## config.mk

```make
export PLATFORM = sky130hd
export DESIGN_NAME = fadd_issue
export DESIGN_NICKNAME = d
export VERILOG_FILES = /design/src/rtl/fpu_pkg.sv /design/src/rtl/fadd_issue.sv
export SDC_FILE = /design/constraint.sdc
export NUM_CORES = 1
export LEC_CHECK = 0
export BUFFER_PORTS_ARGS = -buffer_cell sky130_fd_sc_hd__buf_2
export CAP_MARGIN = 20
export CORE_MARGIN = 1.5
export CORE_UTILIZATION = 46
export CTS_CLUSTER_SIZE = 8
export DETAILED_ROUTE_END_ITERATION = 10
export PLACE_DENSITY = 0.86
export SYNTH_ARGS = -nofsm -noshare
export SYNTH_HDL_FRONTEND = slang
export SYNTH_SLANG_ARGS = --single-unit
export TNS_END_PERCENT = 1
```

## constraint.sdc

```tcl
create_clock -name clk -period 2.45 [get_ports clk]
set_input_delay 0.245 -clock clk [delete_from_list [all_inputs] [get_ports clk]]
set_output_delay 0.245 -clock clk [all_outputs]
set_load 0.02 [all_outputs]
```

## src/rtl/fpu_pkg.sv

```systemverilog
// rtl/fpu_pkg.sv - shared FPU encodings, issue FSM states and IEEE754 constants
package fpu_pkg;

   // Add-class op encoding as presented on req_op
   typedef enum logic [1:0] {
      FOP_FADD = 2'b00,
      FOP_FSUB = 2'b01,
      FOP_FNEG = 2'b10,
      FOP_FABS = 2'b11
   } fop_e;

   // Issue FSM: IDLE takes ops, BUSY waits on the adder, HOLD presents the response
   typedef enum logic [1:0] {
      IDLE = 2'b00,
      BUSY = 2'b01,
      HOLD = 2'b10
   } fadd_state_e;

   localparam logic [31:0] SIGN_MASK = 32'h8000_0000;
   localparam logic [31:0] QNAN      = 32'h7FC0_0000;

endpackage

```

## src/rtl/fadd_issue.sv

```systemverilog
// rtl/fadd_issue.sv - ready/valid initiator for the FPU adder with sign-op bypass and timeout
module fadd_issue
   import fpu_pkg::*;
#(
   parameter int TAG_W   = 5,
   parameter int TIMEOUT = 16
) (
   input  logic             clk,
   input  logic             rst,
   input  logic             req_valid,
   output logic             req_ready,
   input  logic [1:0]       req_op,
   input  logic [31:0]      req_x1,
   input  logic [31:0]      req_x2,
   input  logic [TAG_W-1:0] req_tag,
   output logic             rsp_valid,
   input  logic             rsp_ready,
   output logic [31:0]      rsp_y,
   output logic [TAG_W-1:0] rsp_tag,
   output logic             rsp_err,
   output logic [31:0]      fadd_x1,
   output logic [31:0]      fadd_x2,
   output logic             fadd_ready,
   input  logic             fadd_valid,
   input  logic [31:0]      fadd_y
);

   localparam int CNT_W = $clog2(TIMEOUT + 1);
   localparam logic [CNT_W-1:0] CNT_LAST = CNT_W'(TIMEOUT - 1);

   fadd_state_e      state_q,   state_d;
   logic [CNT_W-1:0] cnt_q,     cnt_d;
   logic [31:0]      fadd_x1_q, fadd_x1_d;
   logic [31:0]      fadd_x2_q, fadd_x2_d;
   logic [31:0]      rsp_y_q,   rsp_y_d;
   logic [TAG_W-1:0] rsp_tag_q, rsp_tag_d;
   logic             rsp_err_q, rsp_err_d;
   fop_e             op;

   assign op = fop_e'(req_op);

   // Handshake outputs decode straight from the state flop; rst only masks req_ready
   assign req_ready  = (state_q == IDLE) && !rst;
   assign fadd_ready = (state_q == BUSY);
   assign rsp_valid  = (state_q == HOLD);
   assign fadd_x1    = fadd_x1_q;
   assign fadd_x2    = fadd_x2_q;
   assign rsp_y      = rsp_y_q;
   assign rsp_tag    = rsp_tag_q;
   assign rsp_err    = rsp_err_q;

   // Next-state: accept/route ops, wait on adder or timeout, hold response until taken
   always_comb begin
      state_d   = state_q;
      cnt_d     = cnt_q;
      fadd_x1_d = fadd_x1_q;
      fadd_x2_d = fadd_x2_q;
      rsp_y_d   = rsp_y_q;
      rsp_tag_d = rsp_tag_q;
      rsp_err_d = rsp_err_q;
      unique case (state_q)
         IDLE: begin
            if (req_valid) begin
               rsp_tag_d = req_tag;
               rsp_err_d = 1'b0;
               unique case (op)
                  FOP_FADD: begin
                     fadd_x1_d = req_x1;
                     fadd_x2_d = req_x2;
                     cnt_d     = '0;
                     state_d   = BUSY;
                  end
                  FOP_FSUB: begin
                     fadd_x1_d = req_x1;
                     fadd_x2_d = req_x2 ^ SIGN_MASK;
                     cnt_d     = '0;
                     state_d   = BUSY;
                  end
                  FOP_FNEG: begin
                     rsp_y_d = req_x1 ^ SIGN_MASK;
                     state_d = HOLD;
                  end
                  FOP_FABS: begin
                     rsp_y_d = req_x1 & ~SIGN_MASK;
                     state_d = HOLD;
                  end
                  default: state_d = IDLE;
               endcase
            end
         end
         BUSY: begin
            cnt_d = cnt_q + CNT_W'(1);
            // A valid in the expiry cycle still counts as a good result
            if (fadd_valid) begin
               rsp_y_d   = fadd_y;
               rsp_err_d = 1'b0;
               state_d   = HOLD;
            end else if (cnt_q == CNT_LAST) begin
               rsp_y_d   = QNAN;
               rsp_err_d = 1'b1;
               state_d   = HOLD;
            end
         end
         HOLD: begin
            if (rsp_ready) begin
               state_d = IDLE;
            end
         end
         default: state_d = IDLE;
      endcase
   end

   // State and datapath registers with synchronous active-high reset
   always_ff @(posedge clk) begin
      if (rst) begin
         state_q   <= IDLE;
         cnt_q     <= '0;
         fadd_x1_q <= '0;
         fadd_x2_q <= '0;
         rsp_y_q   <= '0;
         rsp_tag_q <= '0;
         rsp_err_q <= 1'b0;
      end else begin
         state_q   <= state_d;
         cnt_q     <= cnt_d;
         fadd_x1_q <= fadd_x1_d;
         fadd_x2_q <= fadd_x2_d;
         rsp_y_q   <= rsp_y_d;
         rsp_tag_q <= rsp_tag_d;
         rsp_err_q <= rsp_err_d;
      end
   end

endmodule

```

==> results of run 1 <==
## where the power goes
part	switching (mW)	internal, mW
sequential	0.0601	1.88
combinational	0.448	0.263
clock	0.618	0.377
## kinds of logic (layout without fill, tap and decap cells)
logic type	count (synthesis)	after routing	share of synthesized area, %
XOR/XNOR	3	3	0.6092
buffers and inverters	51	245	6.380
multiplexers	6	6	1.392
flip-flops	109	109	50.58
adder cells (fa/ha/maj)	2	2	0.5800
AO/OA/AOI/OAI	118	119	17.49
AND/OR/NAND/NOR	238	238	22.97
## cell type report
class                      count  area, µm²  area share, %
tap                          111      138.9          2.493
clock inverter                 7      48.80         0.8760
sequential                   109       2182          39.17
inverter                       5      18.77         0.3369
clock buffer                   9      123.9          2.224
multi-input combinational    368       1879          33.74
timing repair buffer         224       1179          21.16
## stage by stage
stage | instances | total power, mW
2_1_floorplan | 527 | 2.419
3_3_place_gp | 816 | 2.661
3_5_place_dp | 816 | 2.687
4_1_cts | 832 | 3.668
5_1_grt | 833 | 3.834
6_report | 833 | 3.647
## synthesized netlist by cell type (2+ instances only)
cell | instances | area share, %
sky130_fd_sc_hd__mux2i_1 | 6 | 1.4
sky130_fd_sc_hd__a21oi_1 | 75 | 8.7
sky130_fd_sc_hd__buf_6 | 5 | 1.3
sky130_fd_sc_hd__o211ai_1 | 9 | 1.6
sky130_fd_sc_hd__xnor2_1 | 3 | 0.61
sky130_fd_sc_hd__dfxtp_1 | 109 | 51
sky130_fd_sc_hd__inv_1 | 4 | 0.35
sky130_fd_sc_hd__nand3_1 | 23 | 2.7
sky130_fd_sc_hd__nand2b_1 | 3 | 0.44
sky130_fd_sc_hd__buf_4 | 6 | 1.0
sky130_fd_sc_hd__a311oi_1 | 23 | 4.7
sky130_fd_sc_hd__buf_2 | 19 | 2.2
sky130_fd_sc_hd__a211oi_1 | 5 | 0.87
sky130_fd_sc_hd__nand3b_1 | 9 | 1.6
sky130_fd_sc_hd__nand2_1 | 157 | 14
sky130_fd_sc_hd__clkbuf_1 | 16 | 1.4
sky130_fd_sc_hd__nor3_1 | 6 | 0.70
sky130_fd_sc_hd__ha_1 | 2 | 0.58
sky130_fd_sc_hd__nor2_1 | 35 | 3.0
## worst max-delay path, delay by kind of cell, from the launching register on
kind,cells,cell delay [ps]
buffers and inverters,1,230
AO/OA/AOI/OAI,3,810
flip-flops,1,400
AND/OR/NAND/NOR,2,230
adder cells (fa/ha/maj),2,390
## layer usage
metal | wire [µm] | share of wire (%)
met1 | 5154 | 41
met2 | 5926 | 48
met3 | 1098 | 8.8
met4 | 245 | 2.0
met5 | 0 | 0
## what timing repair did
action / 4_1_cts / 5_1_grt
hold buffers: 0 / 0
resized for setup: 0 / 1
endpoints found under the setup margin: 0 / 6
## flip-flops by register name, indices dropped and copies added (netlist names)
| register | flops |
|---|---|
| fadd_x2 | 32 |
| cnt_q | 5 |
| rsp_err | 1 |
| fadd_x1 | 32 |
| state_q | 2 |
| rsp_tag | 5 |
| rsp_y | 32 |
## final timing paths
check | start | slack, ps | to
max reg2reg | cnt_q[0] | 280 | rsp_y[15]
min reg2reg | rsp_y[27] | 460 | rsp_y[27]
max | cnt_q[0] | 280 | rsp_y[15]
min | req_x2[10] | 120 | fadd_x2[10]
==> Implementation_results.wiki, run 1 <==
{| class="wikitable"
! Metric !! Value
|-
| Result of the run || complete, no violations
|-
| Layout cell share with drive strength beyond 1 || 34.35%
|-
| Setup crit start kind || register
|-
| Clock latency of the later-clocked register in the worst-skew pair || between 300 and 400 ps
|-
| Total global routing overflow || 0
|-
| Detailed-route via count || ~4400
|-
| Share of the yosys chip area belonging to registers || roughly half
|-
| Worst hold margin || 116.7 ps
|-
| Root buffer cell || sky130_fd_sc_hd__clkbuf_8
|-
| Area of the core || 0.009153 mm²
|-
| Post-route standard cell area excluding fillers || around 0.0056 mm²
|-
| Global routing met1 resource utilization || about 30%
|-
| Die height || 99.84 µm
|-
| Count of input and output buffers || approximately 210
|-
| Max incr delay on CP || about 410 ps
|-
| Width of the chip || approximately 100 µm
|-
| Final RePlAce weighted congestion || 0.7592
|-
| Min-Delay Path Class || in -> reg
|-
| Syn Area/Cell || 8.186 µm²
|-
| Antenna violations before repair || 0
|-
| Most used cells in the layout excluding fill and tap cells || sky130_fd_sc_hd__buf_2 (211), sky130_fd_sc_hd__nand2_1 (157), sky130_fd_sc_hd__dfxtp_1 (109)
|-
| Crit path max fanout || 30
|-
| Number of cells traversed by the worst hold path || 3
|-
| Number of violations of the max-capacitance limit || 0
|-
| Pins Over Slew Limit || 0
|-
| Synthesis-to-layout area growth || 29.12%
|-
| Critical-path cell with the highest stage delay || sky130_fd_sc_hd__o2bb2ai_4
|-
| Top achievable clock speed || 0.4616 GHz
|-
| Estimated wirelength of the detail-placed design || 8.716 mm
|-
| Number of warnings reported in the yosys synthesis log || 0
|-
| Clock period minus worst slack || 2166 ps
|-
| Required time reported for the critical path endpoint || approximately 2700 ps
|-
| Maximum clock path buffer count || 2
|-
| Starting density of the core || between 40 and 50%
|-
| Maximum number of pins on one net before global-route repair || 60
|-
| Slew at the pin closest to its max-slew limit || 695.3 ps
|-
| Level count of the clock H-tree || 3
|-
| Kind of end point of the critical path || register
|-
| Clock buffer count from CTS || 9
|-
| Fraction of registers with async set or reset after synthesis || 0%
|-
| Max_slew headroom || 53.44%
|-
| Detail-routed net length per standard cell || 14.91 µm
|-
| 1st-iter DRT viols || 180
|-
| Post-CTS Setup Inserts || 0
|-
| Post-layout utilization of the core || 60.86%
|-
| Setup clock skew after layout || 8.069 ps
|-
| Cell row count || 35
|-
| Ys flop type || sky130_fd_sc_hd__dfxtp_1
|-
| Crit path kind || reg -> reg
|-
| Overall Global Routing Usage || 23.62%
|-
| Total wire length after detailed routing || 12.42 mm
|-
| Number of enable flip-flop cells after synthesis || 0
|-
| Cell area after synthesis || 0.004314 mm²
|-
| Power Dens Cells || 654.7 mW/mm²
|-
| Synthesis-stage register bit count || 109
|-
| Cell leakage power || 2.543 nW
|-
| Count of unresolved DRC violations after routing || 0
|-
| Post-detailed-placement cell area || roughly 0.0054 mm²
|-
| Total die area || 0.009968 mm²
|-
| Layout fillers || 813
|-
| Syn nets || 637
|-
| Global Route met2 Usage || 39.46%
|-
| Post-route worst setup slack || ~280 ps
|-
| Via-per-instance ratio || 5.303
|-
| Final hold violation count || 0
|-
| Number of top-level design ports || 213
|-
| First-pass GRT wire length || ~19 mm
|-
| Most numerous cell on the critical path || sky130_fd_sc_hd__ha_1
|-
| Number of global-route vias before repair || 4082
|-
| Final period utilization || 88.42%
|-
| Setup Slack @ Placement || 132.5 ps
|-
| Global routing's busiest layer || met2
|-
| Setup repair after global routing missed its margin || no
|-
| Number of failing setup endpoints in the final timing report || 0
|-
| Router iterations before antenna repair || 5
|-
| Most frequent standard cell in the layout excluding fill and tap cells || sky130_fd_sc_hd__buf_2
|-
| Nets@finish || about 830
|-
| Sinks on the clock net || 109
|-
| Met3 usage in global routing || 6.825%
|-
| Clock Pin Slew Worst Setup and Hold Paths || ~100 ps
|-
| Cells traversed along the worst timing path || ha_1, and3_1, ha_1, o21ai_2, o2bb2ai_4, buf_12, nor2_1, a311oi_1
|-
| R2r worst-path depth || 8
|-
| Total negative setup slack || 0 ps
|-
| TritonCTS clock tree || yes
|-
| Final ANT Viol Nets || 0
|-
| Number of inserted diodes || 0
|-
| Post-Syn Instances || between 500 and 600
|-
| Worst vdd rail ir drop || roughly 0.43 mV
|-
| Synth unique cells || 31
|-
| Worst EP arrival || 2430 ps
|}
(Power assumes the default switching activity.)
==> run 2: changes to the inputs <==
CORE_MARGIN = 4   (was 1.5)
CORE_UTILIZATION = 49   (was 46)
PLACE_DENSITY = 0.91   (was 0.86)
clock period = 2.7 ns   (was 2.45 ns; I/O delays follow)
==> run 2 against run 1 <==
  * Combinational power is 9.1% lower
  * Critical path depth is 5 lower
  * Design area is 0.31% lower
  * Worst setup slack better by 210 ps
  * Critical path type is now reg -> out
==> Implementation_results.wiki, run 2 (synthesized netlist as in run 1, its figures left out) <==
{| class="wikitable"
! Metric !! Value
|-
| Critical-path cell with the highest stage delay || sky130_fd_sc_hd__inv_2
|-
| Starting density of the core || 51.47% (+4.3 points)
|-
| Sum of buffers and inverters on the critical path || 2 (+1)
|-
| Final period utilization || 81.90%
|-
| Synthesis-to-layout area growth || 28.71%
|-
| Crit-path leading delay family || buffers and inverters
|-
| Worst vdd rail ir drop || 0.3253 mV (-25%)
|-
| Slew at the pin closest to its max-slew limit || 777.1 ps (+81.75 ps)
|-
| Total global routing overflow || 0 (unchanged)
|-
| Die height || 101.8 µm (+2.0%)
|-
| Number of top-level design ports || 213 (unchanged)
|-
| Pins Over Slew Limit || 0 (unchanged)
|-
| Final RePlAce weighted congestion || 0.8443 (+11%)
|-
| Final ANT Viol Nets || 0 (unchanged)
|-
| Setup clock skew after layout || 16.55 ps (+8.485 ps)
|-
| Antenna violations before repair || 0 (unchanged)
|-
| Estimated wirelength of the detail-placed design || 9.789 mm (+12%)
|-
| Via-per-instance ratio || 5.373 (+1.3%)
|-
| Timing endpoint of the critical path || fadd_ready
|-
| Cell row count || 33 (-5.7%)
|-
| Overall Global Routing Usage || 25.34% (+1.7 points)
|-
| Clock period minus worst slack || 2211 ps
|-
| Count of input and output buffers || 212 (unchanged)
|-
| Count of cells resized by post-cts repair || 0 (unchanged)
|-
| Clock Pin Slew Worst Setup and Hold Paths || 110 ps (about the same)
|-
| Number of violations of the max-capacitance limit || 0 (unchanged)
|-
| Worst EP arrival || 1940 ps (-490 ps)
|-
| Count of unresolved DRC violations after routing || 0 (unchanged)
|-
| Sinks on the clock net || 109 (unchanged)
|-
| Maximum clock path buffer count || 2 (unchanged)
|-
| Power Dens Cells || 605.0 mW/mm² (-7.6%)
|-
| Setup repair after global routing missed its margin || no
|-
| Layout fillers || 714 (-12%)
|-
| Detail-routed net length per standard cell || 16.11 µm (+8.0%)
|-
| End of the worst register-to-register path || rsp_y[15]
|-
| Top achievable clock speed || 0.4522 GHz
|-
| Max incr delay on CP || 580 ps (+170 ps)
|-
| Max_slew headroom || 48.12% (-5.3 points)
|-
| Number of global-route vias before repair || 4441 (+8.8%)
|-
| Clock latency of the later-clocked register in the worst-skew pair || 360 ps (about the same)
|-
| R2r worst-path depth || 8 (unchanged)
|-
| Flop-to-flop setup slack || 510 ps (+230 ps)
|-
| Crit path launch || state_q[1]
|-
| Result of the run || complete, no violations
|-
| Total negative setup slack || 0 ps (unchanged)
|-
| Width of the chip || 101.8 µm (+2.0%)
|-
| Maximum number of pins on one net before global-route repair || 73 (+22%)
|-
| Cells traversed along the worst timing path || nand2b_1, inv_2, buf_2
|-
| Most frequent standard cell in the layout excluding fill and tap cells || sky130_fd_sc_hd__buf_2
|-
| Min-Delay Path Class || in -> reg
|-
| TritonCTS clock tree || yes
|-
| Crit path kind || reg -> out
|-
| Nets@finish || 823 (-0.48%)
|-
| Post-CTS Setup Inserts || 0 (unchanged)
|-
| Path length in cells of the critical path || 3 (-5)
|-
| Required time reported for the critical path endpoint || 2430 ps (-280 ps)
|-
| Detailed-route via count || 4422 (+0.11%)
|-
| First-pass GRT wire length || 21.02 mm (+10%)
|-
| Cell leakage power || 2.536 nW (-0.26%)
|-
| Total wire length after detailed routing || 13.26 mm (+6.7%)
|-
| Worst r2r src || cnt_q[0]
|-
| Area of the core || 0.008382 mm² (-8.4%)
|-
| Layout cell share with drive strength beyond 1 || 33.84% (-0.51 points)
|-
| Clock buffer count from CTS || 9 (unchanged)
|-
| Overall Power || 3.360 mW (-7.9%)
|-
| Crit path max fanout || 44 (+47%)
|-
| Total die area || 0.01037 mm² (+4.0%)
|-
| Hold-fix buffers, CTS || 0 (unchanged)
|-
| Most used cells in the layout excluding fill and tap cells || sky130_fd_sc_hd__buf_2 (211), sky130_fd_sc_hd__nand2_1 (157), sky130_fd_sc_hd__dfxtp_1 (109)
|-
| Kind of end point of the critical path || primary output
|-
| Level count of the clock H-tree || 3 (unchanged)
|-
| Router iterations before antenna repair || 5 (unchanged)
|-
| Number of failing setup endpoints in the final timing report || 0 (unchanged)
|-
| Setup crit start kind || register
|-
| 1st-iter DRT viols || 204 (+13%)
|-
| Root buffer cell || sky130_fd_sc_hd__clkbuf_8
|-
| Final hold violation count || 0 (unchanged)
|-
| Number of inserted diodes || 0 (unchanged)
|}
-- run 2: worst reg2reg max path, stage by stage, from the launching register on --
cell and delay [ps]:
sky130_fd_sc_hd__dfxtp_1 390, sky130_fd_sc_hd__ha_1 190, sky130_fd_sc_hd__and3_1 170, sky130_fd_sc_hd__ha_1 190, sky130_fd_sc_hd__o21ai_1 160, sky130_fd_sc_hd__o2bb2ai_4 380
sky130_fd_sc_hd__buf_12 260, sky130_fd_sc_hd__nor2_1 90, sky130_fd_sc_hd__a311oi_1 260
-- run 2: how the worst min path moves through the flow --
stage | startpoint | depth (start not counted) | to | slack [ps]
6_report | req_x2[26] | 3 | fadd_x2[26] | 140
5_1_grt | req_x2[26] | 3 | fadd_x2[26] | 110
4_1_cts | req_x2[25] | 3 | fadd_x2[25] | 120
3_5_place_dp | rsp_y[27] | 2 | rsp_y[27] | 440
3_3_place_gp | rsp_y[29] | 2 | rsp_y[29] | 440
2_1_floorplan | req_x2[15] | 2 | fadd_x2[15] | 410
-- run 2: layout make-up --
type / instances / area (µm²) / area share, %
clock buffers: 11 / 151.4 / 2.726
clock inverters: 5 / 40.04 / 0.7210
well taps: 105 / 131.4 / 2.366
flip-flops and latches: 109 / 2182 / 39.30
repair buffers: 221 / 1169 / 21.05
inverters: 5 / 18.77 / 0.3380
multi-input cells: 367 / 1861 / 33.51
-- run 2: power breakdown --
| part | internal, mW | switching (mW) |
|---|---|---|
| combinational | 0.237 | 0.409 |
| clock | 0.397 | 0.554 |
| sequential | 1.71 | 0.0555 |
-- run 2: routing by layer --
layer	track usage, %	part of all wire, %
met3	7.304	11
met1	30.82	38
met4	8.476	2.1
met2	43.26	49
met5	0	0
-- run 2: through the flow --
stage | instances | utilization, % | setup slack (ps) | hold WS [ps] | instance area, µm²
global placement | 807 | 63.96 | 719.4 | 436.3 | 5361
finish | 823 | 66.25 | 488.7 | 136.0 | 5553
global route | 823 | 66.25 | 307.2 | 105.8 | 5553
CTS | 823 | 66.25 | 470.8 | 115.1 | 5553
detailed placement | 807 | 63.96 | 560.4 | 441.7 | 5361
floorplan | 527 | - | 904.4 | 406.0 | 4314
